### src/rtl/gpio_apb_pkg.sv
// Shared definitions for the APB GPIO bank: register offsets, FSM state type
// and the default identification constant.
package gpio_apb_pkg;

    localparam logic [2:0] ADDR_DATA_OUT   = 3'd0;
    localparam logic [2:0] ADDR_DIR        = 3'd1;
    localparam logic [2:0] ADDR_DATA_IN    = 3'd2;
    localparam logic [2:0] ADDR_OUT_SET    = 3'd3;
    localparam logic [2:0] ADDR_OUT_CLR    = 3'd4;
    localparam logic [2:0] ADDR_IRQ_EN     = 3'd5;
    localparam logic [2:0] ADDR_IRQ_STATUS = 3'd6;
    localparam logic [2:0] ADDR_ID         = 3'd7;

    localparam logic [7:0] DEFAULT_BANK_ID = 8'hA5;

    typedef enum logic [1:0] {
        ST_IDLE   = 2'd0,
        ST_SETUP  = 2'd1,
        ST_ACCESS = 2'd2
    } apb_state_t;

endpackage

### src/rtl/gpio_in_sync.sv
// Pin input conditioning: two-flop synchroniser, previous-value flop and
// per-pin rising-edge detect.
module gpio_in_sync #(
    parameter int DATA_WIDTH = 8
) (
    input  logic                  sclk,
    input  logic                  resetn,
    input  logic [DATA_WIDTH-1:0] i_pins,
    output logic [DATA_WIDTH-1:0] o_sync,
    output logic [DATA_WIDTH-1:0] o_rise
);

    logic [DATA_WIDTH-1:0] r_meta;
    logic [DATA_WIDTH-1:0] r_sync;
    logic [DATA_WIDTH-1:0] r_prev;

    always_ff @(posedge sclk or negedge resetn) begin
        if (!resetn) begin
            r_meta <= '0;
            r_sync <= '0;
            r_prev <= '0;
        end else begin
            r_meta <= i_pins;
            r_sync <= r_meta;
            r_prev <= r_sync;
        end
    end

    assign o_sync = r_sync;
    assign o_rise = r_sync & ~r_prev;

endmodule

### src/rtl/apb_gpio_bank.sv
// APB responder for one GPIO bank: register file, pin output/enable drive,
// synchronised inputs and a level interrupt on enabled rising edges.
module apb_gpio_bank
    import gpio_apb_pkg::*;
#(
    parameter int               DATA_WIDTH  = 8,
    parameter int               ADDR_WIDTH  = 7,
    parameter int               WAIT_STATES = 0,
    parameter logic [7:0]       BANK_ID     = DEFAULT_BANK_ID
) (
    input  logic                  sclk,
    input  logic                  resetn,
    input  logic                  psel,
    input  logic                  penable,
    input  logic                  pwrite,
    input  logic [ADDR_WIDTH-1:0] paddr,
    input  logic [DATA_WIDTH-1:0] pwdata,
    output logic [DATA_WIDTH-1:0] prdata,
    output logic                  pready,
    input  logic [DATA_WIDTH-1:0] gpio_in,
    output logic [DATA_WIDTH-1:0] gpio_out,
    output logic [DATA_WIDTH-1:0] gpio_oe,
    output logic                  irq
);

    localparam logic [2:0]            WS     = 3'(WAIT_STATES);
    localparam logic [DATA_WIDTH-1:0] ID_VAL = DATA_WIDTH'(BANK_ID);

    apb_state_t            r_state;
    apb_state_t            w_phase;
    logic [2:0]            r_cnt;
    logic                  r_done;
    logic                  w_pready;
    logic                  w_hit;
    logic                  w_wr;
    logic [2:0]            w_idx;
    logic [DATA_WIDTH-1:0] w_rdata;
    logic [DATA_WIDTH-1:0] w_w1c;

    logic [DATA_WIDTH-1:0] r_out;
    logic [DATA_WIDTH-1:0] r_oe;
    logic [DATA_WIDTH-1:0] r_irq_en;
    logic [DATA_WIDTH-1:0] r_irq_st;
    logic [DATA_WIDTH-1:0] w_sync;
    logic [DATA_WIDTH-1:0] w_rise;

    gpio_in_sync #(
        .DATA_WIDTH (DATA_WIDTH)
    ) u_in_sync (
        .sclk   (sclk),
        .resetn (resetn),
        .i_pins (gpio_in),
        .o_sync (w_sync),
        .o_rise (w_rise)
    );

    // r_state holds the phase of the previous bus cycle; w_phase classifies the
    // current one so pready can rise in the very first ACCESS cycle.
    always_comb begin
        w_phase = ST_IDLE;
        case (r_state)
            ST_SETUP: begin
                if (!psel)        w_phase = ST_IDLE;
                else if (penable) w_phase = ST_ACCESS;
                else              w_phase = ST_SETUP;
            end
            ST_ACCESS: begin
                if (!psel)         w_phase = ST_IDLE;
                else if (!penable) w_phase = ST_SETUP;
                else if (r_done)   w_phase = ST_IDLE;
                else               w_phase = ST_ACCESS;
            end
            default: begin
                if (psel && !penable) w_phase = ST_SETUP;
                else                  w_phase = ST_IDLE;
            end
        endcase
    end

    assign w_pready = (w_phase == ST_ACCESS) && (r_cnt == WS);

    always_ff @(posedge sclk or negedge resetn) begin
        if (!resetn) begin
            r_state <= ST_IDLE;
            r_cnt   <= '0;
            r_done  <= 1'b0;
        end else begin
            r_state <= w_phase;
            r_done  <= w_pready;
            if (w_phase == ST_ACCESS && !w_pready) r_cnt <= r_cnt + 3'd1;
            else                                   r_cnt <= '0;
        end
    end

    assign w_hit = (paddr[ADDR_WIDTH-1:3] == '0);
    assign w_idx = paddr[2:0];
    assign w_wr  = w_pready && pwrite && w_hit;
    assign w_w1c = (w_wr && w_idx == ADDR_IRQ_STATUS) ? pwdata : '0;

    always_ff @(posedge sclk or negedge resetn) begin
        if (!resetn) begin
            r_out    <= '0;
            r_oe     <= '0;
            r_irq_en <= '0;
        end else if (w_wr) begin
            case (w_idx)
                ADDR_DATA_OUT: r_out    <= pwdata;
                ADDR_DIR:      r_oe     <= pwdata;
                ADDR_OUT_SET:  r_out    <= r_out | pwdata;
                ADDR_OUT_CLR:  r_out    <= r_out & ~pwdata;
                ADDR_IRQ_EN:   r_irq_en <= pwdata;
                default:       ;
            endcase
        end
    end

    // A new rising edge overrides a same-cycle W1C on that bit.
    always_ff @(posedge sclk or negedge resetn) begin
        if (!resetn) r_irq_st <= '0;
        else         r_irq_st <= (r_irq_st & ~w_w1c) | w_rise;
    end

    always_comb begin
        w_rdata = '0;
        case (w_idx)
            ADDR_DATA_OUT:   w_rdata = r_out;
            ADDR_DIR:        w_rdata = r_oe;
            ADDR_DATA_IN:    w_rdata = w_sync;
            ADDR_IRQ_EN:     w_rdata = r_irq_en;
            ADDR_IRQ_STATUS: w_rdata = r_irq_st;
            ADDR_ID:         w_rdata = ID_VAL;
            default:         w_rdata = '0;
        endcase
    end

    assign prdata   = (w_pready && w_hit) ? w_rdata : '0;
    assign pready   = w_pready;
    assign gpio_out = r_out;
    assign gpio_oe  = r_oe;
    assign irq      = |(r_irq_st & r_irq_en);

endmodule

### config.mk
export PLATFORM = sky130hd
export DESIGN_NAME = apb_gpio_bank
export DESIGN_NICKNAME = d
export VERILOG_FILES = /design/src/rtl/gpio_apb_pkg.sv /design/src/rtl/gpio_in_sync.sv /design/src/rtl/apb_gpio_bank.sv
export SDC_FILE = /design/constraint.sdc
export NUM_CORES = 1
export LEC_CHECK = 0
export ABC_AREA = 1
export BUFFER_PORTS_ARGS = -buffer_cell sky130_fd_sc_hd__buf_2
export CORE_MARGIN = 2
export CORE_UTILIZATION = 40
export DETAILED_ROUTE_END_ITERATION = 16
export GPL_TIMING_DRIVEN = 0
export SYNTH_ARGS = -nofsm -noshare
export SYNTH_HDL_FRONTEND = slang
export SYNTH_SLANG_ARGS = --single-unit
### constraint.sdc
create_clock -name sclk -period 2.7 [get_ports sclk]
set_clock_uncertainty 0.15 [all_clocks]
set_input_delay 0.54 -clock sclk [delete_from_list [all_inputs] [get_ports sclk]]
set_output_delay 0.54 -clock sclk [all_outputs]
set_load 0.01 [all_outputs]
* Word level (Yosys, flattened, before mapping) *
Cells that the tools add are included.

cells by class
  $add $sub $neg = 1
  eq/ne operators = 10
  muxes and demuxes = 12
  bitwise operators = 9
  reduce and logical (&&, ||, !) cells = 17

operators with widths
  cell                                                 number
  case mux 8 bit (6 select lines)                      1
  AND 8 bit                                            4
  NOT 8 bit                                            3
  case mux 8 bit (3 select lines)                      1
  2-to-1 mux 8 bit                                     2
  bitwise OR 8 bit                                     2
  equality test 3 bit, second input constant           4
  2-to-1 mux 2 bit                                     5
  OR reduction 8 bit                                   1
  logical AND 1 bit                                    7
  equality test 3 x 2 -> 1 bit, second input constant  2
  logical NOT 3 bit                                    2
  AND reduction 2 bit                                  3
  equality test 2 bit, second input constant           2
  logical NOT 4 bit                                    1
  case mux 2 bit (2 select lines)                      1
  adder 3 x 1 -> 3 bit, second input constant          1
  equality test 3 x 1 -> 1 bit, second input constant  1
  2-to-1 mux 3 bit                                     1
  nonzero test 3 bit                                   1
  equality test 2 x 1 -> 1 bit, second input constant  1
  logical NOT 1 bit                                    2
  2-to-1 mux 1 bit                                     1

word-level totals
  bits in registers = 62
  bits of input ports = 28
  output and inout bits = 26
  word-level logic and storage cells = 59

* Logic depth before layout (Yosys ltp) *
Gate-level depths: netlist of the first run.

  depth in word-level cells = 13
  depth in mapped cells = 11
  depth with buffers taken out = 10

* Modules after synthesis *
A second synthesis of the first run with hierarchy kept.

unflattened totals
  cell total of the unflattened synthesis = 351
  area total of the unflattened synthesis = 2994.1 sq um

by module, submodules not included
  module         times used  cells each  area an instance (sq um)  sequential area each (sq um)
  apb_gpio_bank  1           311         2313.5                    950.9
  gpio_in_sync   1           40          680.7                     600.6

* Worst setup path after synthesis of the first run *
Ideal clock, no wire load.

  kind = register to output
  start = reg r_state[0]
  end = out prdata[7]
  arrival time = 1.516 ns
  required time = 2.010 ns
  slack = 0.494 ns
  cell stages (with the launch flop) = 11
  buffers on the path = 1
  cells stage by stage = dfrtp_1 -> inv_1 -> ha_1 -> nor2_4 -> nand3_4 -> nor2_4 -> buf_6 -> nand2_1 -> inv_1 -> o21ai_0 -> inv_1

between the ends
  longest elaborated chain between the ends = 6
  elaborated cells on any way between the ends = 7
  those cells by class = eq/ne (3); mux (2); reduce/logical (2)

ends and longest elaborated chain
  what                                                                        line                  text
  from (decl)                                                                 apb_gpio_bank.sv:29   apb_state_t r_state;
  from (signal assigned)                                                      apb_gpio_bank.sv:88   r_state <= w_phase;
  equality test 2 bit / equality test 2 x 1 -> 1 bit (equally long branches)  apb_gpio_bank.sv:61   case (r_state)
  case mux 2 bit (2 select lines) (*)                                         apb_gpio_bank.sv:61
  equality test 2 bit (*)                                                     apb_gpio_bank.sv:80   assign w_pready = (w_phase == ST_ACCESS) && (r_cnt == WS);
  logical AND 1 bit (*)                                                       apb_gpio_bank.sv:80
  logical AND 1 bit (*)                                                       apb_gpio_bank.sv:136  assign prdata = (w_pready && w_hit) ? w_rdata : '0;
  2-to-1 mux 8 bit (*)                                                        apb_gpio_bank.sv:136
  to (decl)                                                                   apb_gpio_bank.sv:18   output logic [DATA_WIDTH-1:0] prdata,

Mark *: on every way between the ends. The rest lies on a longest branch, timed or not.

* Worst setup path after layout of the first run *
  start = reg r_state[0]
  end = out prdata[2]

Same word-level chain as after synthesis.

==> results of run 1 <==
## power by group through the flow
stage / Clock, mW / Combinational (mW) / Sequential [mW]
after floorplan: 0 / 0.0688 / 0.974
after global placement: 0 / 0.130 / 0.976
after detailed placement: 0 / 0.136 / 0.977
after CTS: 1.03 / 0.137 / 0.959
after global routing: 1.08 / 0.159 / 0.960
final: 1.01 / 0.138 / 0.958
## cell families after synthesis
family	synth area share, %
buffers and inverters	7.43
xor gates and xnor gates	0.297
adders and majority gates	1.70
DFF	52.6
and+or+nand+nor	30.1
AOI/OAI and AO/OA	7.89
## flip-flops by register name, indices dropped and copies added (netlist names)
signal	cells
gpio_out	8
r_cnt	3
r_done	1
u_in_sync.r_meta	8
gpio_oe	8
u_in_sync.r_prev	8
r_irq_st	8
r_irq_en	8
u_in_sync.o_sync	8
r_state	2
## what timing repair did
action,in CTS,in global routing
endpoints found under the setup margin,8,8
pin swaps,1,4
gates resized for setup,5,5
hold endpoints to repair,0,0
buffers inserted,1,5
## critical path, cell delays in order (launching register included)
cell and delay, ns:
dfrtp_1 0.39, inv_2 0.07, ha_4 0.20, nor2_4 0.14, nand3_4 0.10, nor2_4 0.17, nand2_4 0.10, inv_2 0.08
o21ai_0 0.07, inv_1 0.05, buf_2 0.12
## cell type report
class / instances / area, sq um / area share, %
plain buffers: 5 / 42.5 / 1.16
multi-input cells: 231 / 1210 / 33.0
repair buffers: 59 / 325 / 8.88
clock inverters: 7 / 121 / 3.31
clock buffers: 9 / 124 / 3.38
well taps: 99 / 124 / 3.38
flip-flops and latches: 62 / 1550 / 42.3
inverters: 44 / 165 / 4.51
## stage by stage
step / setup WS (ns) / power, mW
after global routing: 0.0237 / 2.20
after detailed placement: 0.119 / 1.11
after global placement: 0.139 / 1.11
final: 0.178 / 2.11
after CTS: 0.0241 / 2.13
after floorplan: 0.494 / 1.04
## per-layer routing
| metal | global-route usage (%) | up-vias | wire length, microns |
|---|---|---|---|
| met5 | 0 | - | 0 |
| met4 | 7.05 | 0 | 128 |
| met3 | 4.61 | 10 | 422 |
| met2 | 29.3 | 77 | 3370 |
| met1 | 26.5 | 1146 | 3170 |
| li1 | - | 1240 | - |
## cell usage in the layout, fill, tap and decap left out, drive strengths merged, types with 2 or more instances in the layout
| cell | n |
|---|---|
| dfrtp | 62 |
| o21ai | 32 |
| nand3 | 41 |
| a221oi | 2 |
| nand4 | 11 |
| nor3 | 2 |
| nor2 | 24 |
| ha | 4 |
| buf | 64 |
| bufinv | 3 |
| nand2 | 109 |
| inv | 45 |
| clkinv | 3 |
| clkbuf | 9 |
| a21oi | 5 |
## how the worst max path moves through the flow
stage / slack, ns / cells past startpoint / to
2_1_floorplan: 0.49 / 10 / prdata[7]
3_3_place_gp: 0.14 / 9 / prdata[6]
3_5_place_dp: 0.12 / 9 / prdata[6]
4_1_cts: 0.02 / 11 / prdata[7]
5_1_grt: 0.02 / 11 / prdata[2]
6_report: 0.18 / 10 / prdata[2]
==> flow_summary_export.csv, run 1 <==
group,metric,value,unit
critical_path,path_max_fanout,5,
finish,n_fill_cell,725,
synthesis,ys_top_cells_by_count,"nand2_1, dfrtp_1, inv_1, nand3_1, o21ai_0",
hold_path,whs_endpoint,"u_in_sync.r_meta[2]",
place,dpl.hpwl,5.32,mm
outcome,run_status,"complete, no violations",
timing,fmax,396,MHz
synthesis,ys_ff_latch,62,
hold_path,holdCritPathClass,"in2reg",
synthesis,ys_warn_count,0,
pwr,p_sw_share,23.5,%
cts,postCtsHoldBufs,0,
hold_path,hp-start,"gpio_in[2]",
timing,slew_viol_final,0,
synthesis,yosysMostFrequentCell,"nand2_1",
timing,period_share,93.4,%
detailed_routing,drtPass1Iterations,4,
finish,final_core_util,51.1,%
timing,hold_viol_final,0,
synthesis,avgSynthCellArea,8.59,sq um
synthesis,yosysTopAreaCell,"dfrtp_1",
finish,drive_above_1_share,27.6,%
place,dp_cells,495,
timing,rsz0062_at_grt,"no",
floorplanning,die_w,89.8,microns
grt,grt_pass1_wl,12.0,mm
timing,relSlewSlack,40.8,%
critical_path,path_class,"reg2out",
cts,cts_made_buffers,9,
pwr,powerDensity,574,nW/um^2
finish,antenna_cells,0,
detailed_routing,antenna_left,0,
cts,clock_path_buffers,2,
synthesis,synthDistinctLibCells,23,
grt,grt_antenna_before_repair,0,
timing,setup_viol,0,
synthesis,synthArstFlopShare,100,%
floorplanning,die_area,8070,sq um
grt,grt_pass1_vias,2426,
detailed_routing,vias_per_cell,4.79,
synthesis,synth_flop_cell,"dfrtp_1",
synthesis,synthesis.instances,343,
floorplanning,core,7180,sq um
place,portBuffers,52,
grt,track_usage,19.1,%
cts,htreeDepth,3,
detailed_routing,wire_per_inst,13.7,microns
pwr,p_comb_share,6.5,%
critical_path,crit_start,"r_state[0]",
place,place_congestion,0.824,
floorplanning,start_util,41.1,%
timing,worst_pin_slew,0.888,ns
finish,final_cell_count_no_fill,516,
synthesis,synth_edf_count,0,
pwr,power.internal,1.61,mW
place,place_area,3350,sq um
flow_run,drv_cap,0,
cts,cts_sinks,62,
timing,fin_crit,2.52,ns
critical_path,ff2ff_setup_slack,0.72,ns
critical_path,crit-reg2reg-launch,"r_state[0]",
critical_path,reg2reg_depth,10,
finish,final_area,3660,sq um
cts,clk_pin_slew_worst_paths,0.08,ns
cts,cts_root_buffer,"clkbuf_8",
grt,grt_start_max_net_pins,39,
floorplanning,rows,31,
timing,hold_ws,0.147,ns
detailed_routing,drc,0,
synthesis,synthesis.nets,375,
synthesis,ys_top_cells_by_area,"dfrtp_1, nand2_1, nand3_1",
detailed_routing,vias,2473,
synthesis,synth_area,2950,sq um
pwr,p_clk_share,47.9,%
pwr,leakagePower,1.92,nW
floorplanning,fp.dieH,89.8,microns
grt,overflow,0,
synthesis,synth_top_area_share,52.6,%
hold_path,hold-path-cell-count,1,
detailed_routing,drt_wl_total,7.09,mm
floorplanning,io_pins,54,
critical_path,cp-end-kind,"output port",
critical_path,crit_arrival,1.83,ns
synthesis,yosysSeqAreaShare,52.6,%
pwr,p_switching,0.494,mW
timing,fin_setup_tns,0,ns
pwr,p_seq_share,45.5,%
detailed_routing,drtIter0Drc,131,
cts,clk_latency,0.34,ns
critical_path,r2r_end,"gpio_oe[7]",
finish,fin_nets,444,
critical_path,cp_data_required_time,2.01,ns
finish,syn_to_final_growth,24.3,%
critical_path,setup.worst_path.start_class,"flop",
cts,cts_tree,"built",
pwr,ir_drop,0.295,mV
(Power assumes the default switching activity.)
==> inputs of run 2 (changes only) <==
Settings changed: ABC_AREA 1 to 0, TNS_END_PERCENT from default to 10.
==> flow_summary_export.csv, run 2 <==
group,metric,value,unit
outcome,run_status,"finished with violations",
outcome,violations,"negative setup slack",
timing,fin_setup_tns,-1.54,ns
grt,grt_pass1_wl,11.1,mm
synthesis,ys_top_cells_by_area,"dfrtp_1, mux2_2, o21ai_0",
synthesis,synthArstFlopShare,100,%
finish,antenna_cells,0,
timing,period_share,108,%
finish,final_area,3570,sq um
timing,relSlewSlack,48.6,%
timing,fmax,344,MHz
detailed_routing,drtPass1Iterations,4,
detailed_routing,routed.top_layer,"met4",
place,dpl.hpwl,4.78,mm
detailed_routing,wire_per_inst,16.6,microns
finish,fin_nets,350,
finish,syn_to_final_growth,24.5,%
floorplanning,die_area,7860,sq um
place,dp_cells,399,
place,place_area,3250,sq um
detailed_routing,met3_length,382,microns
synthesis,yosysTopAreaCell,"dfrtp_1",
cts,clk_pin_slew_worst_paths,0.08,ns
critical_path,ff2ff_setup_slack,0.11,ns
place,place_congestion,0.772,
cts,cts_tree,"built",
detailed_routing,met2WireLength,3.32,mm
cts,cts_made_buffers,9,
pwr,powerDensity,570,nW/um^2
floorplanning,io_pins,54,
synthesis,synthesis.instances,250,
flow_run,drv_cap,0,
hold_path,holdCritPathClass,"in2async",
critical_path,crit-reg2reg-launch,"r_state[0]",
critical_path,r2r_end,"gpio_oe[1]",
synthesis,synth_area,2870,sq um
cts,postCtsHoldBufs,0,
synthesis,synth_edf_count,0,
grt,track_usage,19.3,%
timing,slew_viol_final,0,
floorplanning,core,6870,sq um
critical_path,path_max_fanout,8,
pwr,leakagePower,1.67,nW
grt,grt_antenna_before_repair,0,
grt,overflow,0,
synthesis,avgSynthCellArea,11.5,sq um
timing,worst_pin_slew,0.771,ns
cts,cts_root_buffer,"clkbuf_8",
grt,grt_pass1_vias,2151,
critical_path,path_class,"reg2out",
timing,fin_crit,2.91,ns
timing,hold_viol_final,0,
critical_path,setup.worst_path.start_class,"flop",
critical_path,crit_start,"r_state[0]",
cts,clk_latency,0.35,ns
floorplanning,die_w,88.7,microns
floorplanning,start_util,41.7,%
synthesis,synthesis.nets,282,
timing,timing.final.ws_setup,-0.207,ns
cts,cts_sinks,62,
detailed_routing,wl_met1,3.10,mm
synthesis,ys_ff_latch,62,
synthesis,yosysSeqAreaShare,54.1,%
critical_path,reg2reg_depth,8,
critical_path,cp-end-kind,"output port",
detailed_routing,vias,2193,
floorplanning,rows,30,
grt,grt_start_max_net_pins,63,
critical_path,cp_data_required_time,2.01,ns
place,portBuffers,53,
synthesis,synth_flop_cell,"dfrtp_1",
synthesis,yosysMostFrequentCell,"dfrtp_1",
synthesis,ys_top_cells_by_count,"dfrtp_1, o21ai_0, mux2_2, nand2_1, inv_1",
finish,drive_above_1_share,38.7,%
cts,clock_path_buffers,2,
finish,final_cell_mix,"dfrtp_1, buf_2, o21ai_0, mux2_2, nand2_1",
detailed_routing,antenna_left,0,
critical_path,crit_arrival,2.22,ns
detailed_routing,drt_wl_total,6.94,mm
timing,rsz0062_at_grt,"yes",
pwr,ir_drop,0.285,mV
cts,htreeDepth,3,
detailed_routing,drc,0,
finish,final_cell_count_no_fill,419,
finish,final_common_cell,"dfrtp_1",
synthesis,synthDistinctLibCells,47,
synthesis,synth_top_area_share,54.1,%
detailed_routing,vias_per_cell,5.23,
synthesis,ys_warn_count,0,
timing,setup_viol,8,
floorplanning,fp.dieH,88.7,microns
detailed_routing,drtIter0Drc,121,
run 2: cell count changes in the layout (fill, tap and decap cells not counted), moves of 7 or more:
cell	previous run	this run
nand4_1	11	1
o21ai_2	8	0
inv_1	39	19
nand2_1	105	20
mux2_2	0	21
a22oi_1	0	8
nand3_1	36	3
nor2_1	16	9
run 2: critical path: stages (launching register included):
cell	delay, ns
dfrtp_1	0.36
inv_1	0.05
ha_1	0.26
and3b_2	0.27
o21ai_4	0.06
or4_4	0.43
buf_8	0.17
a21oi_4	0.12
buf_2	0.14
run 2: how the worst max path moves through the flow:
stage | to | slack [ns] | depth (start not counted)
4_1_cts | prdata[5] | -0.24 | 8
5_1_grt | prdata[2] | -0.29 | 8
3_5_place_dp | prdata[0] | -0.30 | 8
3_3_place_gp | prdata[6] | -0.27 | 8
2_1_floorplan | prdata[6] | 0.004 | 7
6_report | prdata[0] | -0.21 | 8
run 2: area by class of cell:
cell class,count,area (sq um)
fillers,619,3300
flip-flops and latches,62,1550
multi-input cells,160,1260
repair buffers,57,304
clock buffers,11,151
well taps,96,120
inverters,19,71.3
clock inverters,5,57.6
plain buffers,9,56.3
run 2: cells by family after synthesis:
family | Yosys count | synth area share, %
DFF | 62 | 54.1
buffers and inverters | 28 | 3.97
muxes | 25 | 9.65
AOI/OAI and AO/OA | 72 | 18.2
adders and majority gates | 4 | 1.75
and+or+nand+nor | 59 | 12.3
run 2: power by group:
group          switching, mW  leakage (nW)  internal [mW]
clock                  0.373        0.0976          0.474
sequential            0.0231         0.766          0.966
combinational          0.120         0.808         0.0782
run 2: repair_timing:
action / 4_1_cts / 5_1_grt
setup endpoints to repair: 8 / 8
gates resized for setup: 15 / 6
pin swaps: 3 / 0
setup buffers: 3 / 1
run 2: through the flow:
stage | hold slack [ns] | utilization (%) | power (mW) | setup slack (ns)
floorplan | 0.0944 | - | 1.10 | 0.00410
global placement | 0.183 | 47.3 | 1.19 | -0.268
detailed placement | 0.185 | 47.3 | 1.20 | -0.304
CTS | 0.122 | 51.5 | 2.06 | -0.236
global route | 0.128 | 52.0 | 2.12 | -0.289
finish | 0.109 | 52.0 | 2.03 | -0.207
run 2: per-layer routing:
| metal | GRT usage [%] | up-vias |
|---|---|---|
| met4 | 8.54 | 0 |
| li1 | - | 1036 |
| met2 | 30.2 | 61 |
| met1 | 25.2 | 1085 |
| met3 | 4.94 | 11 |
| met5 | 0 | - |
==> inputs of run 3 (changes only) <==
Settings changed: SYNTH_HIERARCHICAL from default to 1.
==> flow_summary_export.csv, run 3 <==
group,metric,value,unit
cts,clk_pin_slew_worst_paths,0.08,ns
pwr,ir_drop,0.327,mV
cts,cts_made_buffers,9,
cts,cts_sinks,62,
floorplanning,die_area,8200,sq um
floorplanning,die_w,90.5,microns
critical_path,path_max_fanout,8,
detailed_routing,drc,0,
floorplanning,rows,31,
finish,final_core_util,51.1,%
synthesis,synthArstFlopShare,100,%
timing,hold_viol_final,0,
synthesis,ys_warn_count,6,
cts,cts_root_buffer,"clkbuf_8",
cts,clock_path_buffers,2,
place,place_congestion,0.878,
finish,final_common_cell,"dfrtp_1",
grt,track_usage,19.7,%
synthesis,ys_ff_latch,62,
finish,final_cell_count_no_fill,432,
synthesis,ys_top_cells_by_area,"dfrtp_1, mux2_2, nor2b_4",
detailed_routing,vias_per_cell,5.49,
critical_path,cp_data_required_time,2.01,ns
pwr,leakagePower,1.71,nW
timing,setup_viol,8,
synthesis,yosysSeqAreaShare,51.8,%
outcome,violations,"negative setup slack",
synthesis,yosysTopAreaCell,"dfrtp_1",
critical_path,cp-end-kind,"output port",
critical_path,path_class,"reg2out",
synthesis,synthesis.nets,293,
detailed_routing,drt_wl_total,7.49,mm
cts,cts_tree,"built",
synthesis,synthDistinctLibCells,43,
grt,grt_start_max_net_pins,63,
floorplanning,core,7250,sq um
hold_path,holdCritPathClass,"in2async",
place,post-place-ws,-0.339,ns
critical_path,crit_arrival,2.13,ns
detailed_routing,drtIter0Drc,159,
finish,n_fill_cell,686,
timing,period_share,104,%
floorplanning,start_util,41.3,%
detailed_routing,drtPass1Iterations,4,
timing,slew_viol_final,0,
floorplanning,io_pins,54,
synthesis,yosysMostFrequentCell,"dfrtp_1",
timing,worst_pin_slew,0.950,ns
timing,relSlewSlack,36.6,%
synthesis,ys_top_cells_by_count,"dfrtp_1, nor2b_1, inv_1, nor2_1",
synthesis,synth_flop_cell,"dfrtp_1",
finish,antenna_cells,0,
grt,grt_antenna_before_repair,0,
synthesis,avgSynthCellArea,11.5,sq um
critical_path,setup.worst_path.start_class,"flop",
timing,fin_setup_tns,-0.698,ns
grt,grt_pass1_vias,2356,
outcome,run_status,"finished with violations",
pwr,powerDensity,617,nW/um^2
place,dp_cells,411,
critical_path,crit_start,"r_state[1]",
synthesis,synth_area,3000,sq um
finish,drive_above_1_share,32.7,%
finish,final_cell_mix,"dfrtp_1, buf_2, inv_1, nor2b_1, nor2_1",
detailed_routing,wire_per_inst,17.3,microns
floorplanning,fp.dieH,90.5,microns
grt,overflow,0,
finish,syn_to_final_growth,23.7,%
timing,rsz0062_at_grt,"yes",
detailed_routing,antenna_left,0,
detailed_routing,vias,2371,
grt,grt_pass1_wl,12.5,mm
timing,timing.final.ws_setup,-0.116,ns
critical_path,crit-reg2reg-launch,"r_state[1]",
place,dpl.hpwl,5.08,mm
flow_run,drv_cap,0,
synthesis,synthesis.instances,261,
cts,htreeDepth,3,
synthesis,synth_edf_count,0,
timing,fin_crit,2.82,ns
timing,hold_ws,0.106,ns
place,portBuffers,51,
cts,clk_latency,0.35,ns
synthesis,synth_top_area_share,51.8,%
timing,fmax,355,MHz
finish,fin_nets,360,
run 3: cell count changes after synthesis, moves of 6 or more:
cell,previous run,this run
mux2_2,21,14
nand2_1,20,4
nand2b_1,3,10
nor2_1,9,15
nor2b_1,5,17
nor2b_4,0,8
o21a_1,0,7
o21ai_0,24,6
o31ai_1,0,12
run 3: cells by family (layout without fill, tap and decap cells):
family | Yosys count | count (layout) | synth area share (%)
multiplexers | 23 | 23 | 8.27
AO/OA/AOI/OAI | 68 | 68 | 16.6
flip-flops | 62 | 62 | 51.8
AND/OR/NAND/NOR | 75 | 75 | 18.0
buffers and inverters | 29 | 101 | 3.68
adder cells (fa/ha/maj) | 4 | 4 | 1.67
run 3: repair_timing:
action	4_1_cts	5_1_grt
pin swaps	2	2
hold buffers	0	0
resized for setup	10	2
buffers inserted	4	2
endpoints found under the setup margin	21	16
run 3: where the power goes:
group | leakage [nW] | total (mW) | internal, mW | switching, mW
Clock | 0.120 | 0.953 | 0.594 | 0.358
Sequential | 0.753 | 1.04 | 0.987 | 0.0506
Combinational | 0.838 | 0.296 | 0.137 | 0.159
run 3: worst paths after layout:
path	slack, ns	depth (start not counted)	endpoint
max in group asynchronous	1.75	1	u_in_sync/o_sync[2]
min in group sclk	0.15	1	u_in_sync/r_meta[6]
min reg2reg	0.20	0	u_in_sync/o_sync[5]
min	0.11	1	gpio_oe[2]
max reg2reg	0.05	6	gpio_oe[1]
max	-0.12	7	prdata[5]
run 3: layout make-up:
type	count	area, sq um	share of cell area (%)
sequential	62	1550	41.9
inverter	16	60.1	1.62
clock buffer	13	169	4.56
buffer	12	50.0	1.35
clock inverter	3	65.1	1.76
timing repair buffer	57	315	8.51
tap	99	124	3.34
multi-input combinational	170	1370	37.0
run 3: layer usage:
metal,up-vias,track usage [%],wire length (microns)
met4,0,7.31,127
met5,-,0,0
met1,1179,27.0,3340
met3,11,5.18,587
met2,98,29.9,3430
li1,1083,-,-
run 3: through the flow:
step	power (mW)	area [sq um]
floorplan	1.21	3000
global placement	1.34	3370
detailed placement	1.35	3380
CTS	2.31	3680
global route	2.39	3700
finish	2.29	3700
run 3: critical path: stages, from the launching register on:
cell and delay, ns:
dfrtp_1 0.38, ha_1 0.29, and3b_2 0.27, o2111ai_4 0.14, nor3b_4 0.26, buf_12 0.16
o21a_1 0.15, buf_2 0.14
